File: config.mk
export PLATFORM = sky130hd
export DESIGN_NAME = fetch_unit
export DESIGN_NICKNAME = d
export VERILOG_FILES = /design/src/rtl/fetch_unit.sv
export SDC_FILE = /design/constraint.sdc
export NUM_CORES = 1
export LEC_CHECK = 0
export CAP_MARGIN = 15
export CORE_MARGIN = 3
export CORE_UTILIZATION = 45
export DETAILED_ROUTE_END_ITERATION = 6
export PLACE_DENSITY_LB_ADDON = 0.2
export SETUP_SLACK_MARGIN = 0.2
export SYNTH_ARGS = -nofsm -noshare
export SYNTH_HDL_FRONTEND = slang
export SYNTH_SLANG_ARGS = --single-unit
File: constraint.sdc
create_clock -name clock -period 4.5 [get_ports clock]
set_input_delay 1.125 -clock clock [delete_from_list [all_inputs] [get_ports clock]]
set_output_delay 1.125 -clock clock [all_outputs]
set_load 0.1 [all_outputs]
File: src/rtl/fetch_unit.sv
// Instruction fetch unit: issues word-aligned fetches to instruction memory,
// buffers returned words in a small prefetch queue and presents the queue
// head to decode. A redirect flushes the queue and restarts fetching at the
// new address, draining any request the memory has already accepted.
module fetch_unit #(
   parameter int          DEPTH    = 4,
   parameter logic [31:0] RESET_PC = 32'h0000_0000
) (
   input  logic        clock,
   input  logic        reset,
   output logic        mem_req,
   output logic [31:0] mem_addr,
   input  logic        mem_ack,
   input  logic [31:0] mem_rdata,
   input  logic        redirect,
   input  logic [31:0] redirect_pc,
   output logic        instr_valid,
   output logic [31:0] instr,
   output logic [31:0] instr_pc,
   input  logic        instr_ready
);

   localparam int PTR_W = $clog2(DEPTH);
   localparam int CNT_W = $clog2(DEPTH) + 1;

   typedef enum logic [1:0] {IDLE, FETCH, WAIT, DRAIN} state_t;

   state_t             state;
   state_t             next_state;
   logic [31:0]        fetch_pc;
   logic [31:0]        req_addr;
   logic [31:0]        pc_q   [DEPTH];
   logic [31:0]        data_q [DEPTH];
   logic [PTR_W-1:0]   wr_ptr;
   logic [PTR_W-1:0]   rd_ptr;
   logic [CNT_W-1:0]   count;
   logic               full;
   logic               issue_stall;
   logic               do_push;
   logic               do_pop;

   // Queue status and the push/pop qualifiers; a redirect overrides both.
   always_comb begin
      full        = (count == CNT_W'(DEPTH));
      issue_stall = (state == FETCH) && !full && !mem_ack;
      do_push     = mem_req && mem_ack && !redirect &&
                    ((state == FETCH) || (state == WAIT));
      do_pop      = instr_valid && instr_ready && !redirect;
   end

   // State register.
   always_ff @(posedge clock or negedge reset) begin
      if (!reset) state <= IDLE;
      else        state <= next_state;
   end

   // Next-state logic: an unacknowledged request that gets redirected must
   // still be drained so its late data is not mistaken for the new stream.
   always_comb begin
      next_state = state;
      case (state)
         IDLE:    next_state = FETCH;
         FETCH:   if (issue_stall) next_state = redirect ? DRAIN : WAIT;
         WAIT:    if (mem_ack) next_state = FETCH;
                  else if (redirect) next_state = DRAIN;
         DRAIN:   if (mem_ack) next_state = FETCH;
         default: next_state = IDLE;
      endcase
   end

   // Memory-side outputs; an outstanding request holds its captured address.
   always_comb begin
      mem_req  = ((state == FETCH) && !full) || (state == WAIT) || (state == DRAIN);
      mem_addr = ((state == WAIT) || (state == DRAIN)) ? req_addr : fetch_pc;
   end

   // Fetch address: redirect wins, otherwise advance one word per accepted fetch.
   always_ff @(posedge clock or negedge reset) begin
      if (!reset)        fetch_pc <= RESET_PC;
      else if (redirect) fetch_pc <= redirect_pc & 32'hFFFF_FFFC;
      else if (do_push)  fetch_pc <= fetch_pc + 32'd4;
   end

   // Capture the address of a request that was not acknowledged immediately.
   always_ff @(posedge clock or negedge reset) begin
      if (!reset)           req_addr <= RESET_PC;
      else if (issue_stall) req_addr <= fetch_pc;
   end

   // Queue pointers and occupancy; pointers wrap naturally since DEPTH is a power of two.
   always_ff @(posedge clock or negedge reset) begin
      if (!reset) begin
         wr_ptr <= '0;
         rd_ptr <= '0;
         count  <= '0;
      end else if (redirect) begin
         wr_ptr <= '0;
         rd_ptr <= '0;
         count  <= '0;
      end else begin
         if (do_push) wr_ptr <= wr_ptr + PTR_W'(1);
         if (do_pop)  rd_ptr <= rd_ptr + PTR_W'(1);
         if (do_push && !do_pop)      count <= count + CNT_W'(1);
         else if (!do_push && do_pop) count <= count - CNT_W'(1);
      end
   end

   // Queue storage; contents only matter while occupancy covers them.
   always_ff @(posedge clock) begin
      if (do_push) begin
         pc_q[wr_ptr]   <= fetch_pc;
         data_q[wr_ptr] <= mem_rdata;
      end
   end

   // Head of queue to decode, forced to zero when the queue is empty.
   always_comb begin
      instr_valid = (count != '0);
      instr       = instr_valid ? data_q[rd_ptr] : 32'h0;
      instr_pc    = instr_valid ? pc_q[rd_ptr]   : 32'h0;
   end

endmodule
; ---- Yosys cells after proc, flatten, opt, wreduce, memory -nomap -nowiden
; Memory sizes are Yosys's and may differ from the RTL's.
; Index checks and enable logic that the tools add are counted.
[word_totals]
register_bits = 73
mem_bits_rw = 256
in_bits = 69
out_inout_bits = 98
word_cells = 64
mem_count = 2
[op_classes]
n_addsub = 5
eq_ne = 7
muxes = 20
n_reduce_logical = 24
[mem_list]
columns = name, depth, word_bits, read_ports, rd_clocked_by_memory_dff, write_ports, line_no
row1 = data_q, 4, 32, 1, 0, 1, 33  ; logic [31:0] data_q [DEPTH];
row2 = pc_q, 4, 32, 1, 0, 1, 32  ; logic [31:0] pc_q [DEPTH];
[ops]
columns = op, n
row1 = 32-bit 2-to-1 mux, 5
row2 = 32-bit by 3-bit adder with 32-bit output (second input constant), 1
row3 = 2-bit 2-to-1 mux, 8
row4 = 1-bit logical AND, 9
row5 = 3-bit 2-to-1 mux, 3
row6 = 2-bit one-hot mux with 4 select lines, 1
row7 = 3-bit nonzero test, 2
row8 = 1-bit zero test, 5
row9 = 2-bit by 1-bit adder with 2-bit output (second input constant), 2
row10 = 2-bit == test (second input constant), 2
row11 = 1-bit logical OR, 4
row12 = 2-bit inequality test (second input constant), 2
row13 = 2-bit nonzero test, 2
row14 = 3-bit by 1-bit adder with 3-bit output (second input constant), 1
row15 = 3-bit == test (second input constant), 1
row16 = 1-bit 2-to-1 mux, 3
row17 = 3-bit inequality test (second input constant), 1
row18 = 3-bit AND reduction, 1
row19 = 3-bit by 1-bit subtractor with 3-bit output (second input constant), 1
row20 = 2-bit by 1-bit == test with 1-bit output (second input constant), 1
row21 = 2-bit zero test, 1

; ---- Logic depth before layout (Yosys ltp)
[depth]
ltp_word = 13
mapped_depth = 10
depth_no_buf = 9

; ---- Worst setup path after synthesis
; No wires, ideal clock.
[synth_path]
path_type = reg2out
startpoint = reg state[0]
endpoint = out mem_addr[13]
t_arrival_ps = 3332
t_required_ps = 3375
path_slack_ps = 43
stages_incl_launch_ff = 7
path_buffers = 2
path_cell_list = dfrtp_1 inv_1 ha_1 or2_1 buf_2 buf_1 o21ai_0
[synth_via]
elab_chain_cells = 3
elab_cells_between_ends = 4
classes_between = eq/ne (2) / mux (1) / reduce/logical (1)
[synth_rtl]
columns = element, line_no
row1 = start: declaration, 28  ; state_t state;
row2 = start signal: assignment, 54  ; else state <= next_state;
row3 = 2-bit == test, 74  ; mem_addr = ((state == WAIT) || (state == DRAIN)) ? req_addr : fetch_pc;
row4 = 1-bit logical OR *, 74
row5 = 32-bit 2-to-1 mux *, 74
row6 = end: declaration, 12  ; output logic [31:0] mem_addr,
; Every way passes the cells marked *; elsewhere a longest branch is shown, timed or not.

; ---- Worst setup path after layout
[layout_path]
startpoint = reg state[0]
endpoint = out mem_addr[31]
; The elaborated chain is that of the path after synthesis.

==> impl_metrics.ini <==
[global_routing]
grt_max_degree = 64
overflow = 0
grtUsageTotal_pct = 17.68
antenna_found_initial = 0
grt_pass1_wl_um = 42700
grt_pass1_vias = 7380

[setup_path]
rrSetupSlack_ns = 1.51
critical-path-slowest-cell = clkdlybuf4s50_1
r2r_start = state[0]$_DFFE_PN0P_
start_kind = flop
crit_buf_inv = 2
critPathKind = flop to output port
endpoint_kind = output port
slowest_delay_ns = 0.97
r2r-end = count[2]$_DFFE_PN0P_
crit_chain = inv_1 -> ha_1 -> nor2_1 -> mux2_2 -> clkdlybuf4s50_1
cp_top_family = buffers and inverters
cp_max_fo = 5
rr_worst_depth = 10
cp_data_arrival_time_ns = 2.67
crit_required_ns = 3.38

[placement]
place_inst = 1286
io_buffer_count = 160
post-dp-hpwl_um = 17300
place.gp.congestion = 0.8120

[synth]
postSynthAreaPerCell_um2 = 17.20
synth_seq_cells = 317
ys_seq_area_share_pct = 69.27
synth_ff_type = edfxtp_1
syn_inst = 770
synthTopCellsByCount = edfxtp_1, dfrtp_1, and2_1, mux4_2, mux2_2
netlist.area_leader.share_pct = 56.23
ys_types = 53
synth_area_mm2 = 0.01324
synthTopCellsByArea = edfxtp_1, dfrtp_1, mux4_2
synthArstFlopShare_pct = 21.77
yosysTopAreaCell = edfxtp_1
yosysWarnings = 0
synth_edf_count = 248
yosysMostFrequentCell = edfxtp_1

[sta]
max_slew_margin_pct = 33.97
slew_viol_final = 0
clock_skew_ns = 0.01448
tightest_slew_ns = 0.9904
fin_crit_ns = 3.796
final_hold_viol_count = 0
setup_viol = 0
max_freq_mhz = 263.4
finalSetupTns_ns = 0
grt_setup_unrepaired = false
fin_crit_sh_pct = 84.37

[detailed_routing]
drc = 0
viasPerCell = 5.410
vias = 7287
antenna_left = 0
drt-initial-drc-count = 545
wl_um = 27850
dr.pass1.iters = 5
wl_per_cell_um = 20.68

[cells_and_area]
synthToLayoutAreaGrowth_pct = 22.60
drive_above_1_share_pct = 30.53
diodes = 0
fin_cells = 1347
fin_nets = 1016

[clock_tree]
cts_resized = 0
path_clk_slew_ns = 0.06
hold_buffers = 0
clk_latency_ns = 0.50
cts_num_sinks = 317
clock-root-buffer = clkbuf_16
htreeDepth = 2
cts_max_path_buffers = 3
numCtsBuffers = 34
cts_tree = yes
post_cts_buffers = 0

[status]
status = finished, final reports clean

[job]
drv_cap = 0

[die]
fp.dieW_um = 177.6
row_count = 62
ioPinCount = 167
start_util_pct = 45.89
core_mm2 = 0.02886
die_y_um = 177.6
design.die.area_mm2 = 0.03153

[hold_path]
min_path_cells = 1
hold_class = flop to flop
hold_start = req_addr[16]$_DFFE_PN0P_
holdPathEnd = req_addr[16]$_DFFE_PN0P_
-- layout by cell type, fill, tap and decap left out, drive strengths merged, types with 3 or more instances in the layout --
cell and instances:
edfxtp 248, buf 109, dfrtp 69, and2 68, clkdlybuf4s50 67, mux4 62, mux2 61, nand2 44
clkbuf 41, o21ai 22, clkinv 15, inv 13, nor2 13, nand3 12, and3 12, xnor2 11
xor2 11, nand4 11, ha 8, nor2b 5, nor3 5, o211ai 5, mux2i 4, conb 4
bufinv 4, or3 4, and4 3, o311ai 3, a211o 3
-- worst max path at each step --
stage / depth (start not counted) / slack (ns) / from / to
3_3_place_gp: 8 / 0.95 / mem_ack / count[2]$_DFFE_PN0P_
4_1_cts: 4 / 0.64 / rd_ptr[0]$_DFFE_PN0P_ / instr[31]
2_1_floorplan: 6 / 0.04 / state[0]$_DFFE_PN0P_ / mem_addr[13]
5_1_grt: 4 / 0.55 / rd_ptr[0]$_DFFE_PN0P_ / instr_pc[14]
6_report: 5 / 0.70 / state[0]$_DFFE_PN0P_ / mem_addr[31]
3_5_place_dp: 8 / 0.91 / mem_ack / count[2]$_DFFE_PN0P_
-- per-stage QoR --
| step | setup WS, ns | hold slack (ns) | utilization (%) | instance area [um^2] |
|---|---|---|---|---|
| floorplan | 0.04257 | 0.4710 | - | 13260 |
| global placement | 0.9541 | 0.4833 | 52.41 | 15120 |
| detailed placement | 0.9136 | 0.4919 | 52.41 | 15120 |
| CTS | 0.6351 | 0.5049 | 56.27 | 16240 |
| global route | 0.5509 | 0.5130 | 56.27 | 16240 |
| finish | 0.7036 | 0.5005 | 56.27 | 16240 |
-- worst reg2reg max path, stage by stage (launching register included) --
cell and delay, ns:
dfrtp_1 0.37, inv_1 0.07, ha_1 0.24, or2_1 0.24, buf_4 0.29, a22oi_2 0.50, nor3_1 0.13, fa_1 0.39
and3_1 0.18, mux2i_1 0.14, mux2_1 0.33
-- logic make-up after synthesis --
kind of cell	synth area share, %
xor+xnor	1.455
other cells	0.02831
simple gates	7.908
buf+inv	1.899
fa+ha+maj	0.9070
mux	16.03
flops	69.27
compound gates	2.504
-- cell type report --
cell class              instances  area, um^2
fillers                      2294       12620
flip-flops and latches        317        9181
multi-input cells             397        3859
repair buffers                176        1559
clock buffers                  41       918.4
well taps                     384       480.5
clock inverters                20       193.9
inverters                      12       45.04
-- routing by layer --
metal | wire [um] | global-route usage (%)
met5 | 0 | 0
met4 | 350 | 3.534
met3 | 1774 | 3.637
met2 | 13280 | 28.23
met1 | 12450 | 25.53
-- sequential cells by signal, summed over array words and instances (netlist names) --
| name | cells |
|---|---|
| pc_q | 120 |
| req_addr | 30 |
| rd_ptr | 2 |
| data_q | 128 |
| count | 3 |
| fetch_pc | 30 |
| wr_ptr | 2 |
| state | 2 |
Power is left out: the tool's default activity adds up to more than one toggle a clock period on the data nets, which glitch-free logic cannot reach.
